`src/rtl/pipe_ctrl.sv`:
```
// pipe_ctrl -- central pipeline control for the dual-issue core.
//
// Arbitrates stage stall requests into a 4-bit stall vector, turns MEM-stage
// exceptions/ERET and EX-stage branch mispredictions into a single registered
// one-cycle flush pulse with its cause and redirect PC, defers a misprediction
// while EX is held, and keeps saturating stall/flush performance counters.
//
// Ports:
//   clk, rst            clock; synchronous active-high reset
//   stallreq_id/ex/mem/wb  per-stage stall requests
//   exc_valid           MEM-stage exception or ERET commit
//   exc_is_eret         qualifies exc_valid as ERET (redirect to cp0_epc)
//   cp0_epc             ERET return address
//   misp_valid          EX branch misprediction
//   misp_target         corrected fetch address
//   clr_cnt             synchronous clear of both counters
//   stall[3:0]          bit0 ID, bit1 EX, bit2 MEM, bit3 WB; 1 = hold stage
//   flush               one-cycle flush pulse (registered)
//   flush_cause         0 = exception, 1 = failed branch prediction
//   new_pc              redirect address, valid while flush=1
//   stall_cycles        saturating count of cycles with stall[0]=1
//   flush_count         saturating count of flush pulses
module pipe_ctrl #(
    parameter logic [31:0] EXC_VECTOR  = 32'hBFC0_0380,
    parameter int          STALL_CNT_W = 32,
    parameter int          FLUSH_CNT_W = 16
) (
    input  logic                   clk,
    input  logic                   rst,
    input  logic                   stallreq_id,
    input  logic                   stallreq_ex,
    input  logic                   stallreq_mem,
    input  logic                   stallreq_wb,
    input  logic                   exc_valid,
    input  logic                   exc_is_eret,
    input  logic [31:0]            cp0_epc,
    input  logic                   misp_valid,
    input  logic [31:0]            misp_target,
    input  logic                   clr_cnt,
    output logic [3:0]             stall,
    output logic                   flush,
    output logic                   flush_cause,
    output logic [31:0]            new_pc,
    output logic [STALL_CNT_W-1:0] stall_cycles,
    output logic [FLUSH_CNT_W-1:0] flush_count
);

    typedef enum logic [1:0] {
        ST_IDLE      = 2'd0,
        ST_MISP_PEND = 2'd1,
        ST_FLUSH     = 2'd2
    } state_t;

    localparam logic [STALL_CNT_W-1:0] STALL_ONE = {{(STALL_CNT_W-1){1'b0}}, 1'b1};
    localparam logic [FLUSH_CNT_W-1:0] FLUSH_ONE = {{(FLUSH_CNT_W-1){1'b0}}, 1'b1};

    state_t                 state_q, state_d;
    logic                   flush_cause_q, flush_cause_d;
    logic [31:0]            new_pc_q, new_pc_d;
    logic [31:0]            pend_tgt_q, pend_tgt_d;
    logic [STALL_CNT_W-1:0] stall_cycles_q, stall_cycles_d;
    logic [FLUSH_CNT_W-1:0] flush_count_q, flush_count_d;
    logic [3:0]             stall_req;

    // Highest requesting stage wins; holding a stage also holds everything
    // upstream of it.
    always_comb begin
        stall_req = 4'b0000;
        if (stallreq_wb)       stall_req = 4'b1111;
        else if (stallreq_mem) stall_req = 4'b0111;
        else if (stallreq_ex)  stall_req = 4'b0011;
        else if (stallreq_id)  stall_req = 4'b0001;
    end

    // Stalls are meaningless while the pipe is being squashed or reset.
    assign stall = (rst || state_q == ST_FLUSH) ? 4'b0000 : stall_req;

    always_comb begin
        state_d       = state_q;
        flush_cause_d = flush_cause_q;
        new_pc_d      = new_pc_q;
        pend_tgt_d    = pend_tgt_q;

        case (state_q)
            ST_FLUSH: begin
                // Everything seen during the flush cycle comes from squashed
                // instructions, so it is ignored.
                state_d = ST_IDLE;
            end
            default: begin
                if (exc_valid) begin
                    // Exceptions outrank (and discard) any misprediction.
                    state_d       = ST_FLUSH;
                    flush_cause_d = 1'b0;
                    new_pc_d      = exc_is_eret ? cp0_epc : EXC_VECTOR;
                end else if (state_q == ST_MISP_PEND) begin
                    // Oldest branch wins: new mispredictions are ignored here.
                    if (!stall[1]) begin
                        state_d       = ST_FLUSH;
                        flush_cause_d = 1'b1;
                        new_pc_d      = pend_tgt_q;
                    end
                end else if (misp_valid) begin
                    if (!stall[1]) begin
                        state_d       = ST_FLUSH;
                        flush_cause_d = 1'b1;
                        new_pc_d      = misp_target;
                    end else begin
                        state_d    = ST_MISP_PEND;
                        pend_tgt_d = misp_target;
                    end
                end
            end
        endcase
    end

    // FLUSH always returns to IDLE, so any move into FLUSH is a new pulse.
    always_comb begin
        stall_cycles_d = stall_cycles_q;
        flush_count_d  = flush_count_q;
        if (clr_cnt) begin
            stall_cycles_d = '0;
            flush_count_d  = '0;
        end else begin
            if (stall[0] && !(&stall_cycles_q))
                stall_cycles_d = stall_cycles_q + STALL_ONE;
            if (state_d == ST_FLUSH && !(&flush_count_q))
                flush_count_d = flush_count_q + FLUSH_ONE;
        end
    end

    always_ff @(posedge clk) begin
        if (rst) begin
            state_q        <= ST_IDLE;
            flush_cause_q  <= 1'b0;
            new_pc_q       <= 32'h0;
            pend_tgt_q     <= 32'h0;
            stall_cycles_q <= '0;
            flush_count_q  <= '0;
        end else begin
            state_q        <= state_d;
            flush_cause_q  <= flush_cause_d;
            new_pc_q       <= new_pc_d;
            pend_tgt_q     <= pend_tgt_d;
            stall_cycles_q <= stall_cycles_d;
            flush_count_q  <= flush_count_d;
        end
    end

    assign flush        = (state_q == ST_FLUSH);
    assign flush_cause  = flush_cause_q;
    assign new_pc       = new_pc_q;
    assign stall_cycles = stall_cycles_q;
    assign flush_count  = flush_count_q;

endmodule

```
`config.mk`:
```
export PLATFORM = sky130hd
export DESIGN_NAME = pipe_ctrl
export DESIGN_NICKNAME = d
export VERILOG_FILES = /design/src/rtl/pipe_ctrl.sv
export SDC_FILE = /design/constraint.sdc
export NUM_CORES = 1
export LEC_CHECK = 0
export BUFFER_PORTS_ARGS = -buffer_cell sky130_fd_sc_hd__buf_2
export CAP_MARGIN = 40
export CORE_MARGIN = 2
export CORE_UTILIZATION = 36
export DETAILED_ROUTE_END_ITERATION = 10
export PLACE_DENSITY = 0.67
export RECOVER_POWER = 100
export SLEW_MARGIN = 20
export SYNTH_ARGS = -nofsm -noshare
export SYNTH_HDL_FRONTEND = slang
export SYNTH_SLANG_ARGS = --single-unit
```
`constraint.sdc`:
```
create_clock -name clk -period 2.85 [get_ports clk]
set_input_delay 0.57 -clock clk [delete_from_list [all_inputs] [get_ports clk]]
set_output_delay 0.57 -clock clk [all_outputs]
set_load 0.02 [all_outputs]
```
==> results.cfg <==
[place]
dp_hpwl_mm = 10.3
port_buffers = 159
place_ws_ns = 0.213
place_congestion = 0.821

[route]
routed_wl_mm = 15.3
wire_per_inst_um = 15.8
dr_total_vias = 5316
drcViolationCount = 0
drt_iter0_markers = 432
dr.pass1.iters = 7
drtAntennaViolNets = 0
avgViaCountPerCell = 5.50

[clock_network]
cts_buffers = 17
cts.path.max_buffers = 2
postCtsSetupRepairBufs = 0
post_cts_resized = 0
root_buffer = clkbuf_16
cts_tree = built
clkSinkCount = 115
htreeDepth = 4
ctsHoldBuffers = 0
cts.clk_slew.worst_paths_ns = 0.05
clk_latency_ns = 0.41

[die]
fp-row-count = 44
die_area_um2 = 15800
pin_count = 160
chipHeight_um = 126
start_util = 0.368
core-area_um2 = 14500
fp.dieW_um = 126

[power]
intPower_mw = 3.44
max-vdd-ir-drop_uv = 446
p_clk_frac = 0.528
p_sw_mw = 1.04
power_frac_seq = 0.379
power_frac_comb = 0.093
power.density_nw_per_um2 = 658
swShare = 0.233
p_leak_nw = 2.51

[sta]
period_needed_ns = 2.57
fin_tns_setup_ns = 0
tightest_slew_ns = 1.36
worst_slew_margin_rel = 0.0941
rsz0062_at_grt = false
whs_ns = 0.395
drv_slew = 0
finalSetupViolCount = 0
max_clock_freq_ghz = 0.389
period_share = 0.901
fin_worst_skew_ns = 0.00740
hold_violations = 0
fin_ws_ns = 0.282

[synth]
synthCells = 619
synth_top_flop_cell = dfxtp_1
yosys.area_share.simple = 0.247
synth_top_family_by_area = simple AND/OR/NAND/NOR gates
synth.cell_area_um2 = 5320
synthAdderAreaFrac = 0.00470
yosysTopAreaCellShare = 0.432
async_flop_share = 0
yosysTopAreaCell = dfxtp_1
syn_nets = 695
synth_area_leaders = dfxtp_1 43%, nand2_1 6.2%, a21oi_1 5.6%
synth_warnings = 0
synth_edf_count = 0
synth_compound_area_frac = 0.189
syn_avg_cell_area_um2 = 8.60
synth_top_cells_by_count = 115 x dfxtp_1, 88 x nand2_1, 70 x nor2_1
ys_types = 56
synth.most_common_cell = dfxtp_1
ys_seq_area_frac = 0.432
synthXorXnorAreaFrac = 0.0214
muxShareOfSynthArea = 0.0689
yosys_register_bits = 115

[critical_path]
crit_path_start = stallreq_mem
r2r-start = stall_cycles[4]
crit_path_max_fanout = 6
cp-end-kind = flip-flop
arrival_ns = 2.91
worstSetupPathType = in2reg
cp.required_ns = 3.19
start_kind = input pin

[run_status]
outcome = finished clean

[grt]
grt_overflow = 0
track_usage = 0.193
grt_first_pass_wirelength_mm = 24.9
grt_max_degree = 67
grt_pass1_vias = 4953
antenna_found_initial = 2

[flow_run]
drv_cap = 0

[cells_and_area]
drive_above_1_share = 0.189
diodes = 0
nNetsFinal = 846
syn2layout_area_growth_pct = 28.1
final_util = 0.471

[hold_path]
worstHoldStart = cp0_epc[10]
hold_class = in2reg
==> metal layers <==
metal | GRT usage | part of all wire | vias to the layer above
li1 | - | - | 2612
met1 | 0.251 | 0.45 | 2504
met2 | 0.296 | 0.45 | 185
met3 | 0.0796 | 0.087 | 11
met4 | 0.0529 | 0.0064 | 4
met5 | 0 | 0.0018 | -
==> final cells by class <==
class | instances | area (um2)
clock inverters | 7 | 141
repair buffers | 171 | 764
flip-flops and latches | 115 | 2300
well taps | 184 | 230
inverters | 6 | 22.5
fillers | 1466 | 7660
multi-input cells | 459 | 2840
clock buffers | 25 | 526
==> power by group through the flow <==
stage	clock network, mW	registers [mW]	logic, mW
final	2.37	1.70	0.416
after floorplan	0	1.78	0.214
after detailed placement	0	1.73	0.437
after global placement	0	1.73	0.433
after CTS	2.42	1.70	0.439
after global routing	2.48	1.71	0.459
==> flip-flops by register name, summed over array words and instances (netlist names) <==
name and cells:
state_q 2, stall_cycles 32, pend_tgt_q 32, new_pc 32, flush_count 16, flush_cause 1
==> cells in the final DEF (no fill, tap or decap), types with 6 or more instances in the layout <==
cell type,n
and4_1,8
nor3_1,8
or4_1,17
xor2_1,10
nand2_1,88
clkbuf_1,88
o211ai_1,6
a21oi_1,60
inv_1,6
nand3_1,16
nand4_1,14
mux2_2,21
o31ai_1,14
buf_4,7
or3_1,11
buf_2,75
and3_1,7
nor2_1,69
clkbuf_16,17
a2111oi_0,11
a222oi_1,20
dfxtp_1,115
o21ai_0,14
mux2i_1,13
clkbuf_8,7
==> worst paths after layout <==
| path | to | slack, ns | depth (start not counted) |
|---|---|---|---|
| worst min-delay path | new_pc[10] | 0.39 | 3 |
| worst max register to register | stall_cycles[15] | 0.47 | 5 |
| worst max-delay path | flush_count[5] | 0.28 | 6 |
| worst min register to register | pend_tgt_q[25] | 0.45 | 2 |
==> cells by family (layout without fill, tap and decap cells) <==
kind of cell | count (synthesis) | in the layout
xor gates and xnor gates | 13 | 13
muxes | 34 | 34
buffers and inverters | 45 | 209
AOI/OAI and AO/OA | 148 | 148
DFF | 115 | 115
adders and majority gates | 2 | 2
and+or+nand+nor | 262 | 262
==> worst max-delay path: stages <==
cell,delay [ns]
clkbuf_1,0.12
or3_1,0.51
a221oi_1,0.61
o21ai_0,0.45
or4_1,0.50
a21oi_1,0.14
==> metrics by stage <==
step	power, mW	cell area [um2]	instances
2_1_floorplan	1.99	5320	619
3_3_place_gp	2.17	6280	934
3_5_place_dp	2.17	6280	934
4_1_cts	4.56	6950	966
5_1_grt	4.65	6820	967
6_report	4.49	6820	967
(Power assumes the default switching activity.)
